===== src/rtl/hpdcache_victim_sel_if.sv =====
// Request/response bundle between a refill controller and the victim-way selector.
// Signal suffixes are relative to the selector: _i driven by master, _o driven by slave.
interface hpdcache_victim_sel_if #(
    parameter int unsigned WAYS       = 4,
    parameter int unsigned LFSR_WIDTH = 8
);
    logic                  req_valid_i;
    logic                  req_ready_o;
    logic [WAYS-1:0]       req_valid_ways_i;
    logic [WAYS-1:0]       req_avail_ways_i;
    logic [LFSR_WIDTH-1:0] lfsr_val_i;
    logic                  lfsr_shift_o;
    logic                  rsp_valid_o;
    logic                  rsp_ready_i;
    logic [WAYS-1:0]       rsp_way_o;
    logic                  rsp_none_o;

    modport master (
        output req_valid_i,
        output req_valid_ways_i,
        output req_avail_ways_i,
        output lfsr_val_i,
        output rsp_ready_i,
        input  req_ready_o,
        input  lfsr_shift_o,
        input  rsp_valid_o,
        input  rsp_way_o,
        input  rsp_none_o
    );

    modport slave (
        input  req_valid_i,
        input  req_valid_ways_i,
        input  req_avail_ways_i,
        input  lfsr_val_i,
        input  rsp_ready_i,
        output req_ready_o,
        output lfsr_shift_o,
        output rsp_valid_o,
        output rsp_way_o,
        output rsp_none_o
    );
endinterface


===== src/rtl/hpdcache_victim_sel.sv =====
// Victim-way selector: prefers an invalid evictable way, otherwise scans forward
// from an LFSR-chosen start way, skipping ways that may not be evicted.
module hpdcache_victim_sel #(
    parameter int unsigned WAYS       = 4,
    parameter int unsigned LFSR_WIDTH = 8
) (
    input  logic                  clk_i,
    input  logic                  rst_i,
    hpdcache_victim_sel_if.slave  bus
);

    localparam int unsigned PTR_W = (WAYS > 1) ? $clog2(WAYS) : 1;

    typedef enum logic [1:0] {
        IDLE = 2'd0,
        SCAN = 2'd1,
        RSP  = 2'd2
    } state_e;

    state_e            state_q, state_d;
    logic [PTR_W-1:0]  ptr_q, ptr_d;
    logic [WAYS-1:0]   avail_q, avail_d;
    logic [WAYS-1:0]   way_q, way_d;
    logic              none_q, none_d;

    logic              req_ready_c;
    logic              handshake_c;
    logic              lfsr_shift_c;
    logic [WAYS-1:0]   free_c;
    logic [WAYS-1:0]   free_low_c;
    logic [WAYS-1:0]   ptr_onehot_c;
    logic [PTR_W-1:0]  lfsr_ptr_c;
    logic              unused_lfsr_hi;

    assign req_ready_c  = (state_q == IDLE) & ~rst_i;
    assign handshake_c  = bus.req_valid_i & req_ready_c;

    // Invalid-and-evictable ways; x & -x isolates the lowest set bit.
    assign free_c       = ~bus.req_valid_ways_i & bus.req_avail_ways_i;
    assign free_low_c   = free_c & (~free_c + WAYS'(1));
    assign ptr_onehot_c = WAYS'(1) << ptr_q;

    // Only the low bits of the LFSR pick the start way.
    assign lfsr_ptr_c     = bus.lfsr_val_i[PTR_W-1:0];
    assign unused_lfsr_hi = ^bus.lfsr_val_i[LFSR_WIDTH-1:PTR_W];

    // Next-state and combinational outputs.
    always_comb begin
        state_d      = state_q;
        ptr_d        = ptr_q;
        avail_d      = avail_q;
        way_d        = way_q;
        none_d       = none_q;
        lfsr_shift_c = 1'b0;

        case (state_q)
            IDLE: begin
                if (handshake_c) begin
                    avail_d = bus.req_avail_ways_i;
                    if (free_c != '0) begin
                        way_d   = free_low_c;
                        none_d  = 1'b0;
                        state_d = RSP;
                    end else if (bus.req_avail_ways_i == '0) begin
                        way_d   = '0;
                        none_d  = 1'b1;
                        state_d = RSP;
                    end else begin
                        ptr_d        = lfsr_ptr_c;
                        lfsr_shift_c = 1'b1;
                        state_d      = SCAN;
                    end
                end
            end

            // At least one way is available, so this ends within WAYS cycles.
            SCAN: begin
                if (avail_q[ptr_q]) begin
                    way_d   = ptr_onehot_c;
                    none_d  = 1'b0;
                    state_d = RSP;
                end else begin
                    ptr_d = ptr_q + PTR_W'(1);
                end
            end

            RSP: begin
                if (bus.rsp_ready_i) begin
                    way_d   = '0;
                    none_d  = 1'b0;
                    state_d = IDLE;
                end
            end

            default: begin
                way_d   = '0;
                none_d  = 1'b0;
                state_d = IDLE;
            end
        endcase
    end

    always_ff @(posedge clk_i or posedge rst_i) begin
        if (rst_i) begin
            state_q <= IDLE;
            ptr_q   <= '0;
            avail_q <= '0;
            way_q   <= '0;
            none_q  <= 1'b0;
        end else begin
            state_q <= state_d;
            ptr_q   <= ptr_d;
            avail_q <= avail_d;
            way_q   <= way_d;
            none_q  <= none_d;
        end
    end

    assign bus.req_ready_o  = req_ready_c;
    assign bus.lfsr_shift_o = lfsr_shift_c;
    assign bus.rsp_valid_o  = (state_q == RSP);
    assign bus.rsp_way_o    = way_q;
    assign bus.rsp_none_o   = none_q;

endmodule

===== src/flat_wrapper.sv =====
// flat-port wrapper written by rule: the top's interface ports become plain ports
module hpdcache_victim_sel_flat 
#(
    parameter int unsigned WAYS       = 4,
    parameter int unsigned LFSR_WIDTH = 8
)
  (clk_i, rst_i, bus_req_valid_i, bus_req_valid_ways_i, bus_req_avail_ways_i, bus_lfsr_val_i, bus_rsp_ready_i, bus_req_ready_o, bus_lfsr_shift_o, bus_rsp_valid_o, bus_rsp_way_o, bus_rsp_none_o);
  hpdcache_victim_sel_if #(.WAYS(WAYS), .LFSR_WIDTH(LFSR_WIDTH)) bus_i ();
  input  logic clk_i;
  input  logic rst_i;
  input wire logic [$bits(bus_i.req_valid_i)-1:0] bus_req_valid_i;
  input wire logic [$bits(bus_i.req_valid_ways_i)-1:0] bus_req_valid_ways_i;
  input wire logic [$bits(bus_i.req_avail_ways_i)-1:0] bus_req_avail_ways_i;
  input wire logic [$bits(bus_i.lfsr_val_i)-1:0] bus_lfsr_val_i;
  input wire logic [$bits(bus_i.rsp_ready_i)-1:0] bus_rsp_ready_i;
  output wire logic [$bits(bus_i.req_ready_o)-1:0] bus_req_ready_o;
  output wire logic [$bits(bus_i.lfsr_shift_o)-1:0] bus_lfsr_shift_o;
  output wire logic [$bits(bus_i.rsp_valid_o)-1:0] bus_rsp_valid_o;
  output wire logic [$bits(bus_i.rsp_way_o)-1:0] bus_rsp_way_o;
  output wire logic [$bits(bus_i.rsp_none_o)-1:0] bus_rsp_none_o;
  assign bus_i.req_valid_i = bus_req_valid_i;
  assign bus_i.req_valid_ways_i = bus_req_valid_ways_i;
  assign bus_i.req_avail_ways_i = bus_req_avail_ways_i;
  assign bus_i.lfsr_val_i = bus_lfsr_val_i;
  assign bus_i.rsp_ready_i = bus_rsp_ready_i;
  assign bus_req_ready_o = bus_i.req_ready_o;
  assign bus_lfsr_shift_o = bus_i.lfsr_shift_o;
  assign bus_rsp_valid_o = bus_i.rsp_valid_o;
  assign bus_rsp_way_o = bus_i.rsp_way_o;
  assign bus_rsp_none_o = bus_i.rsp_none_o;
  hpdcache_victim_sel #(.WAYS(WAYS), .LFSR_WIDTH(LFSR_WIDTH)) u_core (.clk_i(clk_i), .rst_i(rst_i), .bus(bus_i));
endmodule

===== config.mk =====
export PLATFORM = sky130hd
export DESIGN_NAME = hpdcache_victim_sel_flat
export DESIGN_NICKNAME = d
export VERILOG_FILES = /design/src/rtl/hpdcache_victim_sel_if.sv /design/src/rtl/hpdcache_victim_sel.sv /design/src/flat_wrapper.sv
export SDC_FILE = /design/constraint.sdc
export NUM_CORES = 1
export LEC_CHECK = 0
export ABC_AREA = 1
export ABC_CLOCK_PERIOD_IN_PS = 2700
export BUFFER_PORTS_ARGS = -buffer_cell sky130_fd_sc_hd__buf_2
export CORE_MARGIN = 8
export CORE_UTILIZATION = 30
export DETAILED_ROUTE_END_ITERATION = 8
export PLACE_DENSITY_LB_ADDON = 0.08
export SYNTH_ARGS = -nofsm -noshare
export SYNTH_HDL_FRONTEND = slang
export SYNTH_SLANG_ARGS = --single-unit

===== constraint.sdc =====
create_clock -name clk_i -period 2.7 [get_ports clk_i]
set_input_delay 0.135 -clock clk_i [delete_from_list [all_inputs] [get_ports clk_i]]
set_output_delay 0.135 -clock clk_i [all_outputs]
set_load 0.02 [all_outputs]

==> summary.md <==
| Metric | Value |
|---|---|
| Status | `complete, no violations` |
| DP Wirelength | `1600 um` |
| Max_cap viols | `0` |
| Detailed router's first-iteration violation count | `49` |
| Syn_area_per_cell | `7.32 um^2` |
| First drt pass iteration count | `4` |
| Number of flops mapped to enable cells by yosys | `0` |
| WS Path Type | `flip-flop to output port` |
| Vias per cell | `4.43` |
| Post-cts resize count | `0` |
| Synth Flop Type | `dfrtp_1` |
| Leakage | `0.000582 uW` |
| FP Rows | `19` |
| Period minus WS final | `1740 ps` |
| F_max | `0.574 GHz` |
| Core ar. | `2730 um^2` |
| Worst-margin pin slew | `522 ps` |
| Largest net degree at the start of global routing | `14` |
| Worst Path Arrival | `1610 ps` |
| Peak fanout along the critical path | `11` |
| Distinct cells, synth | `16` |
| Depth of the CTS H-tree | `1` |
| Die Span X | `69.2 um` |
| Area contributors post-synth | `dfrtp_1 (38%), nand2_1 (19%), inv_1 (8.8%)` |
| Critical Path Source Type | `flip-flop` |
| Cell count after synthesis | `116` |
| Via count | `762` |
| Share of the synthesized area in the top cell type | `38.3%` |
| Die H | `69.2 um` |
| GRT Util Overall | `8.99%` |
| I/O pin total | `28` |
| Crit share post-route | `64.5%` |
| Post-route ant nets | `0` |
| Fraction of registers with async set/reset | `100%` |
| Layout Nets | `166` |
| HP Class | `input port to flip-flop` |
| Root Buffer Master | `clkbuf_4` |
| Fin. Hold Viols | `0` |
| Area growth, synth to finish | `19.9%` |
| Global-route wire length before repair | `3650 um` |
| Inst Count DP | `167` |
| Sequential share of the synthesized area | `38.3%` |
| ANT cells | `0` |
| #FFs+latches synth | `13` |
| Initial antenna violation count | `0` |
| Post-Syn Nets | `140` |
| DRC | `0` |
| Initial core utilization | `31.1%` |
| Crit-path cells | `nor2_4 -> inv_2 -> nor2_4 -> nand2_2 -> nor2_1 -> buf_2` |
| Crit-path most repeated cell | `nor2_4` |
| Setup TNS | `0 ps` |
| Global placer's final weighted congestion | `0.790` |
| Final setup viols | `0` |
| RSZ-0062 raised after global routing | `false` |
| Per-cell routed wire length | `11.6 um` |
| Post-synth top area cell | `dfrtp_1` |
| Slew HR | `65.2%` |
| Global route total overflow | `0` |
| Most common cell in the netlist | `nand2_1` |
| Power Dens Cells | `898 nW/um^2` |
| Final WL | `2000 um` |
| Clk slew on worst S/H paths | `90 ps` |
| CP max stage cell | `dfrtp_1` |
| Most frequent cells after synthesis | `nand2_1 (42), inv_1 (20), dfrtp_1 (13)` |
| Die area | `4790 um^2` |
| Clock sinks | `13` |
| Worst path max stage delay | `450 ps` |
| Post-Syn Area | `850 um^2` |
| Port Buffer Count | `21` |
| Num CTS Buffers | `3` |
| Share of cells above drive strength 1 | `22.7%` |
| Final slew viol count | `0` |
| Hold WS | `130 ps` |
| CP Capture Type | `output port` |
| Skew final | `4.51 ps` |
| Max clock buf depth | `2` |
| Layout Cells excl Fill | `172` |
| Total power | `915 uW` |
| WP data required | `2570 ps` |
| Worst vdd ir | `0.409 mV` |
| Vias in the first global route | `839` |
| Worst-Skew Late Latency | `280 ps` |
| Yosys warns | `0` |
| TritonCTS clock tree | `built` |
[worst max-delay path, delay by kind of cell (launching register included)]
kind                   cells  cell delay, ps
buffers and inverters      2             260
AND/OR/NAND/NOR            4             610
flip-flops                 1             450
[logic make-up (layout without fill, tap and decap cells)]
kind of cell | count (synthesis) | after routing | synth area share, %
adders and majority gates | 4 | 4 | 5.89
and+or+nand+nor | 58 | 58 | 30.9
AOI/OAI and AO/OA | 19 | 19 | 14.3
buffers and inverters | 22 | 47 | 10.6
DFF | 13 | 13 | 38.3
[report_power, final]
part	total, uW	switching (uW)	internal, uW
registers	338	63.0	275
clock network	127	69.8	57.4
logic	449	293	156
total	915	425	489
[stage by stage]
| stage | instance area, um^2 | utilization [%] | setup WS, ps |
|---|---|---|---|
| global placement | 982 | 35.9 | 1140 |
| floorplan | 850 | - | 1240 |
| finish | 1020 | 37.3 | 958 |
| CTS | 1020 | 37.3 | 936 |
| detailed placement | 982 | 35.9 | 1100 |
| global route | 1020 | 37.3 | 816 |
[metal layers]
metal  global-route usage (%)  routed length (um)  share of wire (%)
met2                     13.0                 775                 39
met3                     2.86                 113                5.7
met1                     11.7                1060                 53
met4                     4.10                  46                2.3
met5                        0                   0                  0
[cell type report]
class | instances | area, um^2
timing repair buffer | 22 | 115
tap | 31 | 38.8
multi-input combinational | 81 | 434
fill | 294 | 1720
inverter | 21 | 78.8
clock buffer | 4 | 26.3
sequential | 13 | 325
[path summary, 6_finish.rpt]
kind,start,to,slack (ps),cells past startpoint
worst max-delay path,u_core.state_q[1]$_DFFE_PP0P_,bus_lfsr_shift_o,960,6
worst min-delay path,bus_rsp_ready_i,u_core.state_q[1]$_DFFE_PP0P_,130,4
worst max register to register,u_core.state_q[1]$_DFFE_PP0P_,u_core.bus.rsp_none_o$_DFFE_PP0P_,1090,9
worst min register to register,u_core.avail_q[0]$_DFFE_PP0P_,u_core.avail_q[0]$_DFFE_PP0P_,490,2
max in group asynchronous,rst_i,u_core.ptr_q[0]$_DFFE_PP0P_,1910,3
min in group asynchronous,rst_i,u_core.bus.rsp_none_o$_DFFE_PP0P_,440,3
[state kept, by name (all words and copies together), names as in the netlist]
| signal | count |
|---|---|
| u_core.avail_q | 4 |
| u_core.bus.rsp_none_o | 1 |
| u_core.bus.rsp_way_o | 4 |
| u_core.ptr_q | 2 |
| u_core.state_q | 2 |
[cells in the final DEF (no fill, tap or decap)]
master / netlist / routed
buf_2: 0 / 21
clkbuf_1: 0 / 1
clkbuf_4: 0 / 3
dfrtp_1: 13 / 13
dlygate4sd3_1: 0 / 1
ha_1: 4 / 4
inv_1: 20 / 20
inv_2: 1 / 1
nand2_1: 42 / 42
nand2_2: 2 / 2
nand3_1: 5 / 5
nand4_1: 1 / 1
nor2_1: 3 / 3
nor2_4: 4 / 4
nor3_1: 1 / 1
o21ai_0: 12 / 12
o21ai_4: 1 / 1
o21bai_1: 5 / 5
o31ai_1: 1 / 1
[timing repair]
action | CTS | global route
hold buffers | 1 | 0
setup endpoints to repair | 0 | 0
endpoints found under the hold margin | 13 | 0
setup buffers | 0 | 0
Note: power is estimated with default switching activity, not from simulation.
